### config.mk
export PLATFORM = sky130hd
export DESIGN_NAME = matmul_operand_sequencer
export DESIGN_NICKNAME = d
export VERILOG_FILES = /design/src/rtl/matmul_pkg.sv /design/src/rtl/matrix_bank.sv /design/src/rtl/matmul_operand_sequencer.sv
export SDC_FILE = /design/constraint.sdc
export NUM_CORES = 2
export LEC_CHECK = 0
export BUFFER_PORTS_ARGS = -buffer_cell sky130_fd_sc_hd__buf_2
export CORE_UTILIZATION = 55
export DETAILED_ROUTE_END_ITERATION = 16
export PLACE_DENSITY = 0.83
export SYNTH_ARGS = -nofsm -noshare
export SYNTH_HDL_FRONTEND = slang
export SYNTH_SLANG_ARGS = --single-unit
### constraint.sdc
create_clock -name clk -period 3.3 [get_ports clk]
set_input_delay 0.495 -clock clk [delete_from_list [all_inputs] [get_ports clk]]
set_output_delay 0.495 -clock clk [all_outputs]
set_load 0.02 [all_outputs]
### src/rtl/matmul_pkg.sv
// Shared types and constants for the matmul operand sequencer: word width,
// sequencer state encoding, index-width helper and FP constants.
package matmul_pkg;

   localparam int WORD_WIDTH = 32;

   localparam logic [WORD_WIDTH-1:0] FP_ONE  = 32'h3F800000;
   localparam logic [WORD_WIDTH-1:0] FP_TWO  = 32'h40000000;
   localparam logic [WORD_WIDTH-1:0] FP_ZERO = 32'h00000000;

   typedef enum logic [2:0] {
      LOAD,
      ISSUE,
      WAIT_ACK,
      WAIT_RESULT,
      DRAIN
   } seq_state_t;

   // Index width with a floor of one bit so N=1 still yields legal vectors.
   function automatic int idx_w(input int n);
      return (n <= 1) ? 1 : $clog2(n);
   endfunction

endpackage

### src/rtl/matrix_bank.sv
// N x N word register store: one write port, a packed row read, a packed
// column read and a scalar element read, all combinational.
module matrix_bank
   import matmul_pkg::*;
#(
   parameter int N  = 4,
   parameter int IW = 2
) (
   input  logic                    clk,
   input  logic                    we,
   input  logic [IW-1:0]           wr_row,
   input  logic [IW-1:0]           wr_col,
   input  logic [WORD_WIDTH-1:0]   wr_data,
   input  logic [IW-1:0]           rd_row,
   input  logic [IW-1:0]           rd_col,
   output logic [N*WORD_WIDTH-1:0] row_data,
   output logic [N*WORD_WIDTH-1:0] col_data,
   output logic [WORD_WIDTH-1:0]   elem
);

   logic [N-1:0][N-1:0][WORD_WIDTH-1:0] mem;

   // Contents are don't-care after reset, so the store carries no reset.
   always_ff @(posedge clk) begin
      if (we) mem[wr_row][wr_col] <= wr_data;
   end

   assign row_data = mem[rd_row];
   assign elem     = mem[rd_row][rd_col];

   for (genvar k = 0; k < N; k++) begin : g_col
      assign col_data[k*WORD_WIDTH +: WORD_WIDTH] = mem[k][rd_col];
   end

endmodule

### src/rtl/matmul_operand_sequencer.sv
// Loads A and B word-serially, feeds row/column pairs to inner_product and
// streams the collected C out row-major. MATMUL_SEQ_B_COLMAJOR_EN: B loads column-major.
module matmul_operand_sequencer
   import matmul_pkg::*;
#(
   parameter int N = 4
) (
   input  logic                    clk,
   input  logic                    rst,
   input  logic [WORD_WIDTH-1:0]   in_data,
   input  logic                    in_stb,
   output logic                    in_ack,
   output logic [N*WORD_WIDTH-1:0] row,
   output logic [N*WORD_WIDTH-1:0] column,
   output logic                    row_o_stb,
   output logic                    column_o_stb,
   input  logic                    row_i_ack,
   input  logic                    column_i_ack,
   input  logic [WORD_WIDTH-1:0]   ip_out,
   input  logic                    ip_out_stb,
   output logic                    ip_out_ack,
   output logic [WORD_WIDTH-1:0]   out_data,
   output logic                    out_stb,
   input  logic                    out_ack,
   output logic                    busy,
   output logic                    done
);

   localparam int N2 = N * N;
   localparam int IW = idx_w(N);
   localparam int OW = idx_w(N2);
   localparam int LW = idx_w(2 * N2);

   seq_state_t state, state_d;
   logic [LW-1:0] ld_cnt, ld_d;
   logic [IW-1:0] i, j, i_d, j_d;
   logic [OW-1:0] o, o_d, c_rd;
   logic [IW-1:0] a_wr_row, a_wr_col, b_wr_row, b_wr_col, c_rd_row, c_rd_col;
   logic          a_we, b_we, c_we, c_fwd;
   logic          in_ack_d, row_stb_d, col_stb_d, ip_ack_d, out_stb_d, done_d, busy_d;
   logic [N*WORD_WIDTH-1:0] row_d, column_d, a_row, b_col;
   logic [WORD_WIDTH-1:0]   out_data_d, c_elem, c_word;
   logic [N*WORD_WIDTH-1:0] a_col_unused, b_row_unused, c_row_unused, c_col_unused;
   logic [WORD_WIDTH-1:0]   a_elem_unused, b_elem_unused;
   int            ld_w;

   // Load-stream position within the current matrix.
   always_comb begin
      ld_w     = int'(ld_cnt) % N2;
      a_wr_row = IW'(ld_w / N);
      a_wr_col = IW'(ld_w % N);
`ifdef MATMUL_SEQ_B_COLMAJOR_EN
      b_wr_row = IW'(ld_w % N);
      b_wr_col = IW'(ld_w / N);
`else
      b_wr_row = IW'(ld_w / N);
      b_wr_col = IW'(ld_w % N);
`endif
   end

   // Next C word to present: index 0 on DRAIN entry, o+1 on each advance.
   assign c_rd     = (state == DRAIN) ? o + OW'(1) : '0;
   assign c_rd_row = IW'(int'(c_rd) / N);
   assign c_rd_col = IW'(int'(c_rd) % N);
   assign c_fwd    = (state == WAIT_RESULT) && ip_out_stb && (c_rd_row == i) && (c_rd_col == j);
   assign c_word   = c_fwd ? ip_out : c_elem;

   matrix_bank #(.N(N), .IW(IW)) u_a (
      .clk(clk), .we(a_we), .wr_row(a_wr_row), .wr_col(a_wr_col), .wr_data(in_data),
      .rd_row(i), .rd_col(j), .row_data(a_row), .col_data(a_col_unused), .elem(a_elem_unused)
   );

   matrix_bank #(.N(N), .IW(IW)) u_b (
      .clk(clk), .we(b_we), .wr_row(b_wr_row), .wr_col(b_wr_col), .wr_data(in_data),
      .rd_row(i), .rd_col(j), .row_data(b_row_unused), .col_data(b_col), .elem(b_elem_unused)
   );

   matrix_bank #(.N(N), .IW(IW)) u_c (
      .clk(clk), .we(c_we), .wr_row(i), .wr_col(j), .wr_data(ip_out),
      .rd_row(c_rd_row), .rd_col(c_rd_col), .row_data(c_row_unused), .col_data(c_col_unused),
      .elem(c_elem)
   );

   always_comb begin
      state_d    = state;
      ld_d       = ld_cnt;
      i_d        = i;
      j_d        = j;
      o_d        = o;
      in_ack_d   = in_ack;
      row_d      = row;
      column_d   = column;
      row_stb_d  = row_o_stb;
      col_stb_d  = column_o_stb;
      ip_ack_d   = ip_out_ack;
      out_data_d = out_data;
      out_stb_d  = out_stb;
      done_d     = 1'b0;
      a_we       = 1'b0;
      b_we       = 1'b0;
      c_we       = 1'b0;
      case (state)
         LOAD: begin
            if (in_stb && in_ack) begin
               a_we = (int'(ld_cnt) < N2);
               b_we = (int'(ld_cnt) >= N2);
               if (ld_cnt == LW'(2*N2-1)) begin
                  ld_d     = '0;
                  in_ack_d = 1'b0;
                  i_d      = '0;
                  j_d      = '0;
                  ip_ack_d = 1'b1;
                  state_d  = ISSUE;
               end else begin
                  ld_d = ld_cnt + LW'(1);
               end
            end
         end
         ISSUE: begin
            row_d    = a_row;
            column_d = b_col;
            // Acks left high from the previous operation must clear first.
            if (!(row_i_ack || column_i_ack)) begin
               row_stb_d = 1'b1;
               col_stb_d = 1'b1;
               state_d   = WAIT_ACK;
            end
         end
         WAIT_ACK: begin
            if (row_i_ack && column_i_ack) begin
               row_stb_d = 1'b0;
               col_stb_d = 1'b0;
               state_d   = WAIT_RESULT;
            end
         end
         WAIT_RESULT: begin
            if (ip_out_stb) begin
               c_we = 1'b1;
               if (i == IW'(N-1) && j == IW'(N-1)) begin
                  o_d        = '0;
                  out_stb_d  = 1'b1;
                  out_data_d = c_word;
                  ip_ack_d   = 1'b0;
                  state_d    = DRAIN;
               end else begin
                  if (j == IW'(N-1)) begin
                     j_d = '0;
                     i_d = i + IW'(1);
                  end else begin
                     j_d = j + IW'(1);
                  end
                  state_d = ISSUE;
               end
            end
         end
         DRAIN: begin
            if (out_ack) begin
               if (o == OW'(N2-1)) begin
                  out_stb_d = 1'b0;
                  done_d    = 1'b1;
                  in_ack_d  = 1'b1;
                  state_d   = LOAD;
               end else begin
                  o_d        = o + OW'(1);
                  out_data_d = c_word;
               end
            end
         end
         default: state_d = LOAD;
      endcase
      busy_d = (state_d != LOAD);
   end

   always_ff @(posedge clk) begin
      if (rst) begin
         state        <= LOAD;
         ld_cnt       <= '0;
         i            <= '0;
         j            <= '0;
         o            <= '0;
         in_ack       <= 1'b1;
         row          <= '0;
         column       <= '0;
         row_o_stb    <= 1'b0;
         column_o_stb <= 1'b0;
         ip_out_ack   <= 1'b0;
         out_data     <= '0;
         out_stb      <= 1'b0;
         busy         <= 1'b0;
         done         <= 1'b0;
      end else begin
         state        <= state_d;
         ld_cnt       <= ld_d;
         i            <= i_d;
         j            <= j_d;
         o            <= o_d;
         in_ack       <= in_ack_d;
         row          <= row_d;
         column       <= column_d;
         row_o_stb    <= row_stb_d;
         column_o_stb <= col_stb_d;
         ip_out_ack   <= ip_ack_d;
         out_data     <= out_data_d;
         out_stb      <= out_stb_d;
         busy         <= busy_d;
         done         <= done_d;
      end
   end

endmodule

## After elaboration in Yosys (flattened, before gate mapping)

Cells that the tools add are included.

- Logic and storage cells: 209
- Register bits after elaboration: 1846
- Input port bits: 71
- Output and inout port bits: 295

- Order comparisons: 12
- Bitwise operators: 2
- Mux-type cells: 82
- Equality and inequality tests: 21
- Reduce and logical (&&, ||, !) cells: 26
- Add/sub/neg operators: 4

Operator list:

| cell | number |
|---|---|
| $bwmux W512 | 3 |
| $bmux W128 S2 | 2 |
| $demux W128 S2 | 2 |
| $mux W128 | 4 |
| $mux W32 | 12 |
| $bmux W32 S2 | 5 |
| $demux W32 S2 | 2 |
| $pmux W32 S2 | 1 |
| $reduce_and A5 Y1 | 5 |
| $mux W3 | 8 |
| $mux W1 | 21 |
| $mux W4 | 5 |
| $lt A2 B3 Y1 const B | 6 |
| $mux W2 | 8 |
| $ne A2 B2 Y1 const B | 8 |
| $pmux W3 S5 | 1 |
| $logic_and A1 B1 Y1 | 10 |
| $ge A2 B1 Y1 const B | 4 |
| $pmux W1 S2 | 4 |
| $pmux W2 S2 | 2 |
| $pmux W4 S2 | 1 |
| $reduce_bool A2 Y1 | 4 |
| $eq A3 B2 Y1 const B | 2 |
| $ne A2 B1 Y1 const B | 3 |
| other kinds (20) | 24 |

## Depth between registers and ports, before layout

- Depth in word-level cells: 10
- Depth in mapped cells: 11
- Depth with buffers taken out: 7

## By module

From an unflattened synthesis, not the netlist that was laid out.

- Cells, all modules: 4336
- Area, all modules: 78466.5 µm²

By module, submodules not included:

| module | seq. area each (µm²) | area each (µm²) | cells each | instances |
|---|---|---|---|---|
| matrix_bank at u_a ... | 15374.7 | 22376.5 | 964 | 2 |
| matrix_bank at u_c | 15374.7 | 22377.7 | 964 | 1 |
| matmul_operand_sequencer | 6206.0 | 11335.9 | 1444 | 1 |

## Worst setup path before layout

OpenSTA, ideal clock, no wires.

- Path kind: reg2reg
- Start point: reg state[0]
- End point: reg u_b.mem[320] in the netlist's numbering (enable)
- Required time: 2.879 ns
- Arrival: 2.898 ns
- Setup slack: -0.019 ns
- Library setup time: 0.421 ns
- Buffers on the path: 3
- Stages on the path, launching flop included: 7
- Clock period less this slack: 3.319 ns
- Cell sequence: dfxtp_1 -> buf_6 -> clkbuf_1 -> nor4_1 -> clkbuf_1 -> nand3_1 -> nor2_1

- Word-level cells in the longest chain between the ends: 2

RTL lines:

| item | line | source |
|---|---|---|
| from (decl) | matmul_operand_sequencer.sv:34 | `seq_state_t state, state_d;` |
| from (signal assigned) | matmul_operand_sequencer.sv:192 | `state <= state_d;` |
| $logic_not A3 Y1 | matmul_operand_sequencer.sv:102 | `case (state)` |
| $mux W1 | matmul_operand_sequencer.sv:102 |  |
| to (signal, indexed assignment) | matrix_bank.sv:25 | `if (we) mem[wr_row][wr_col] <= wr_data;` |
| to (decl) | matrix_bank.sv:21 | `logic [N-1:0][N-1:0][WORD_WIDTH-1:0] mem;` |

Every way passes these cells.
A chain may end at the register's enable or synchronous reset.

## Final worst setup path

- Start point: reg state[2]
- End point: reg out_data[29]

- Word-level cells in the longest chain between the ends: 10
- Elaborated cells between the ends (all ways): 24
- Classes of those cells: eq/ne (8); mux (11); reduce/logical (5)

RTL lines:

| item | line | source |
|---|---|---|
| $eq A3 B3 Y1 | matmul_operand_sequencer.sv:62, matmul_operand_sequencer.sv:102 |  |
| $mux W4 | matmul_operand_sequencer.sv:62 | `assign c_rd = (state == DRAIN) ? o + OW'(1) : '0;` |
| $bmux W128 S2 | - |  |
| $mux W128 (not written as such) | matrix_bank.sv:29 | `assign elem = mem[rd_row][rd_col];` |
| $bmux W32 S2 | matrix_bank.sv:29 |  |
| $mux W32 (not written as such) | matrix_bank.sv:29 |  |
| $mux W32 | matmul_operand_sequencer.sv:66 | `assign c_word = c_fwd ? ip_out : c_elem;` |
| $mux W32, on equally long branches | matmul_operand_sequencer.sv:158, matmul_operand_sequencer.sv:139 |  |
| $mux W32, on equally long branches | matmul_operand_sequencer.sv:157, matmul_operand_sequencer.sv:137 |  |
| $pmux W32 S2 | matmul_operand_sequencer.sv:102 |  |
| to (signal assigned) | matmul_operand_sequencer.sv:203 | `out_data <= out_data_d;` |
| to (decl) | matmul_operand_sequencer.sv:22 | `output logic [WORD_WIDTH-1:0] out_data,` |

Parallel ways exist; a longest one is shown, timed or not. The select of a mux whose other input is x is not followed.

==> out/qor.csv <==
stage;metric;value;unit
outcome;status;finished, final reports clean;
floorplanning;Site Rows;129;
power;Max VDD drop;0.505;mV
worst_setup_path;Critical Path, Cell by Cell;or3b_1 -> nor2_8 -> buf_12 -> buf_12 -> mux2i_1 -> a32o_1 -> or4_1 -> a2111oi_2;
worst_setup_path;r2r setup slk;0.08;ns
cts;CTS sink cnt;1846;
grt;gr usage total;27.9;%
synth;#FFs+latches synth;1846;
synth;Post-synth EDFFs;1536;
synth;cell taking the most area after synthesis;edfxtp_1;
cts;CTS tree;done;
synth;xor/xnor share of the synthesized area;0.0640;%
synth;post-synthesis sequential area ratio;76.5;%
synth;simple-gate share of the synthesized area;6.92;%
floorplanning;Die Ht;355;microns
placed_design;global placement routability congestion;0.826;
grt;largest net degree at the start of global routing;130;
cts;clk root buf;clkbuf_16;
synth;main combinational cell family by area after synthesis;multiplexers;
worst_setup_path;Worst EP required;3.97;ns
worst_setup_path;Worst R2R Start;state[2]$_SDFF_PP0_;
timing;fin crit period;3.22;ns
cells_and_area;FF/Latch Area;0.0523;sq mm
min_path;hold path cells;1;
cells_and_area;fraction of layout cells with a size suffix above 1;23.2;%
drt;Metal-1 WL;61600;microns
synth;ranking of synthesized cells by area;edfxtp_1 67%, dfxtp_1 9.1%, mux4_2 8.4%;
cts;Max Root-Sink Buffers;3;
synth;Syn Nets;4180;
cells_and_area;area growth from synthesis to layout;15.1;%
synth;post-synthesis cell type count;51;
drt;Top Layer Used;met5;
synth;mux contribution to synthesized area;10.3;%
drt;Met2 Wirelength;85900;microns
worst_setup_path;critical path arrival;3.89;ns
placed_design;Placed Cells;5940;
min_path;hold endpoint;u_c.mem[311]$_DFFE_PP_;
drt;Routed Wire Length;176000;microns
cts;H-Tree Depth;4;
floorplanning;full die area;0.126;sq mm
drt;Post-DRT Antenna Nets;0;
timing;Final Hold Viols;0;
drt;DRC violation total after the first TritonRoute iteration;5551;
worst_setup_path;critical path class;flop to flop;
worst_setup_path;Worst Reg-to-Reg Cells;8;
timing;RSZ-0062 raised after global routing;false;
cts;clock transition at the registers of the reported paths;0.06;ns
cells_and_area;Cell Count, Final, Fillers Out;6273;
timing;max-slew violation count;0;
timing;final setup fails;0;
drt;Via density;6.30;
timing;Final period util;97.6;%
drt;Vias;39500;
cts;post-CTS sizing;0;
synth;Cells after Synth;4095;
synth;Compound-Gate Fraction of Synth Area;4.24;%
grt;vias in the first global route;39300;
floorplanning;io pins;366;
drt;WL met3;21000;microns
floorplanning;Die X;355;microns
power;Tot Pwr;45.9;mW
cts;CTS buffer count;175;
run;max-cap viol count;0;
timing;Hold WS;0.0821;ns
min_path;HP Start;ip_out[23];
grt;first-pass GRT wire length;255000;microns
synth;Adder-Cell Fraction of Synth Area;0.256;%
drt;Pre-Repair DR Iteration Count;8;
min_path;worst min-delay path category;input pin to flop;
timing;TNS Setup;0;ns
cells_and_area;nets@finish;4565;
cts;Post-CTS Hold Fix Bufs;0;
timing;setup ws final;0.0807;ns
grt;grt total ovfl;0;
timing;Max Fclk;0.311;GHz
placed_design;pre-CTS setup slack;0.175;ns
synth;Synth Area per Inst;16.7;sq um
cells_and_area;multi-input logic area;0.0152;sq mm
synth;cell area after synthesis;0.0684;sq mm
synth;Post-synth ARST share;0;%
floorplanning;CORE AREA;0.123;sq mm
drt;DR DRC count;0;
worst_setup_path;worst-path maximum fanout;25;
cts;clock latency on the worst-skew pair;0.80;ns
worst_setup_path;reg2reg end;out_data[29]$_SDFFE_PP0P_;
synth;Synth top area share;67.4;%
worst_setup_path;Worst path max stage delay;0.57;ns
grt;initial antenna violation count;19;
synth;Synth Flop Type;edfxtp_1;
worst_setup_path;most numerous cell on the critical path;buf_12;
timing;Slew headroom;19.7;%
floorplanning;initial cell density of the core;55.4;%
drt;drt wl/cell;28.1;microns
worst_setup_path;CP endpoint kind;flop;
placed_design;DP HPWL;93800;microns
cells_and_area;FILL cells;8007;
power;Pwr Density;584;mW/mm^2
placed_design;port buffer count;365;
timing;Slew @ Worst Pin;1.20;ns
synth;yosys warns;0;
power;Lkg Pwr;25.7;nW
cts;postcts setup bufs;0;
worst_setup_path;crit path launch type;flop;
worst_setup_path;CP max-delay cell;or3b_1;
timing;Final Skew;0.0470;ns
[kinds of logic (layout without fill, tap and decap cells)]
kind of cell	after synthesis	after routing
xor+xnor	5	5
mux	385	385
flops	1846	1846
buf+inv	267	801
simple gates	1109	1109
other cells	0	7
compound gates	469	469
fa+ha+maj	14	14
[through the flow]
stage | util, % | instance area [sq um]
floorplan | - | 68400
global placement | 59.1 | 73000
detailed placement | 59.1 | 73000
CTS | 63.8 | 78700
global route | 63.8 | 78700
finish | 63.8 | 78700
[how the worst max path moves through the flow]
stage / cells after the start / from / slack (ns) / end
2_1_floorplan: 6 / state[0]$_SDFF_PP0_ / -0.02 / u_b.mem[320]$_DFFE_PP_
6_report: 8 / state[2]$_SDFF_PP0_ / 0.08 / out_data[29]$_SDFFE_PP0P_
4_1_cts: 8 / state[2]$_SDFF_PP0_ / 0.14 / out_data[29]$_SDFFE_PP0P_
3_3_place_gp: 8 / state[2]$_SDFF_PP0_ / 0.31 / out_data[29]$_SDFFE_PP0P_
3_5_place_dp: 8 / state[2]$_SDFF_PP0_ / 0.17 / out_data[29]$_SDFFE_PP0P_
5_1_grt: 8 / state[2]$_SDFF_PP0_ / 0.006 / out_data[29]$_SDFFE_PP0P_
[synthesized netlist by cell type (2+ instances only)]
| library cell | n |
|---|---|
| nor3_1 | 17 |
| buf_12 | 4 |
| nand2b_1 | 19 |
| xnor2_1 | 3 |
| nand3b_1 | 3 |
| or4_4 | 10 |
| nor4_1 | 2 |
| a221oi_1 | 2 |
| clkbuf_1 | 188 |
| a2111oi_2 | 15 |
| a32oi_1 | 2 |
| buf_4 | 4 |
| a21oi_1 | 335 |
| buf_6 | 8 |
| and2_1 | 3 |
| mux2i_1 | 128 |
| a211oi_1 | 17 |
| a31oi_1 | 4 |
| inv_1 | 11 |
| edfxtp_1 | 1536 |
| nor2b_1 | 2 |
| nor4b_1 | 3 |
| dfxtp_1 | 310 |
| buf_2 | 8 |
| mux4_2 | 256 |
| o31ai_1 | 17 |
| o21ai_0 | 8 |
| nor2_1 | 65 |
| or4_1 | 25 |
| xor2_1 | 2 |
| a22o_1 | 32 |
| ha_1 | 14 |
| and3_1 | 20 |
| nand2_1 | 787 |
| nand3_1 | 144 |
| buf_1 | 44 |
| a32o_1 | 33 |
[cell type report]
cell class / instances / area share, %
Tap cell: 1637 / 2.60
Clock buffer: 228 / 6.15
Multi-Input combinational cell: 1982 / 19.3
Timing Repair Buffer: 464 / 4.23
Clock inverter: 98 / 1.16
Antenna cell: 7 / 0.0222
Sequential cell: 1846 / 66.5
Inverter: 11 / 0.0524
[cell usage in the layout, fill, tap and decap left out, types with 4 or more instances in the layout]
master      netlist  layout
diode_2           0       7
mux2i_1         128     127
dfxtp_1         310     306
or4_1            25      25
o31ai_1          17      17
or4_4            10      10
nand2b_1         19      19
nor2_4            0      23
clkbuf_16         0     178
clkbuf_8          0      20
ha_1             14      14
and3_1           20       4
a32o_1           33      33
clkinv_2          0      32
buf_12            4      60
inv_6             0       6
a21oi_1         335     335
clkinv_4          0       4
edfxtp_1       1536    1536
inv_1            11      11
nor3_1           17      17
buf_2             8     364
and3_2            0      15
o21ai_0           8       8
clkinvlp_4        0       8
bufinv_16         0      12
a2111oi_2        15      15
mux4_2          256     256
nor2_1           65      35
a22o_1           32      32
nand2_1         787     787
a211oi_1         17      17
nand3_1         144     143
clkbuf_1        188      30
nor2_2            0       7
dfxtp_4           0       4
clkinv_1          0      29
buf_4             4      39
[per-layer routing]
layer	up-vias	global-route usage, %
met5	-	0
met4	14	12.6
met3	504	6.73
met2	2792	44.9
met1	19800	36.2
li1	16400	-
[power breakdown]
group	internal (mW)	switching [mW]	total, mW
logic	0.108	0.543	0.651
clock network	11.3	8.66	20.0
registers	25.3	0.0213	25.3
[state kept, by name, indices dropped and copies added (netlist names)]
register / cells
u_b.mem: 512
state: 3
busy: 1
column: 128
j: 2
u_c.mem: 512
out_data: 32
in_ack: 1
out_stb: 1
u_a.mem: 512
row: 128
column_o_stb: 1
ld_cnt: 5
i: 2
o: 4
ip_out_ack: 1
done: 1
[critical path: cells and delay by family (launching register included)]
family	cells	cell delay [ns]
AO/OA/AOI/OAI	2	0.61
buffers and inverters	2	0.48
flip-flops	1	0.55
multiplexers	1	0.10
AND/OR/NAND/NOR	3	1.34
Note: power is estimated with default switching activity, not from simulation.
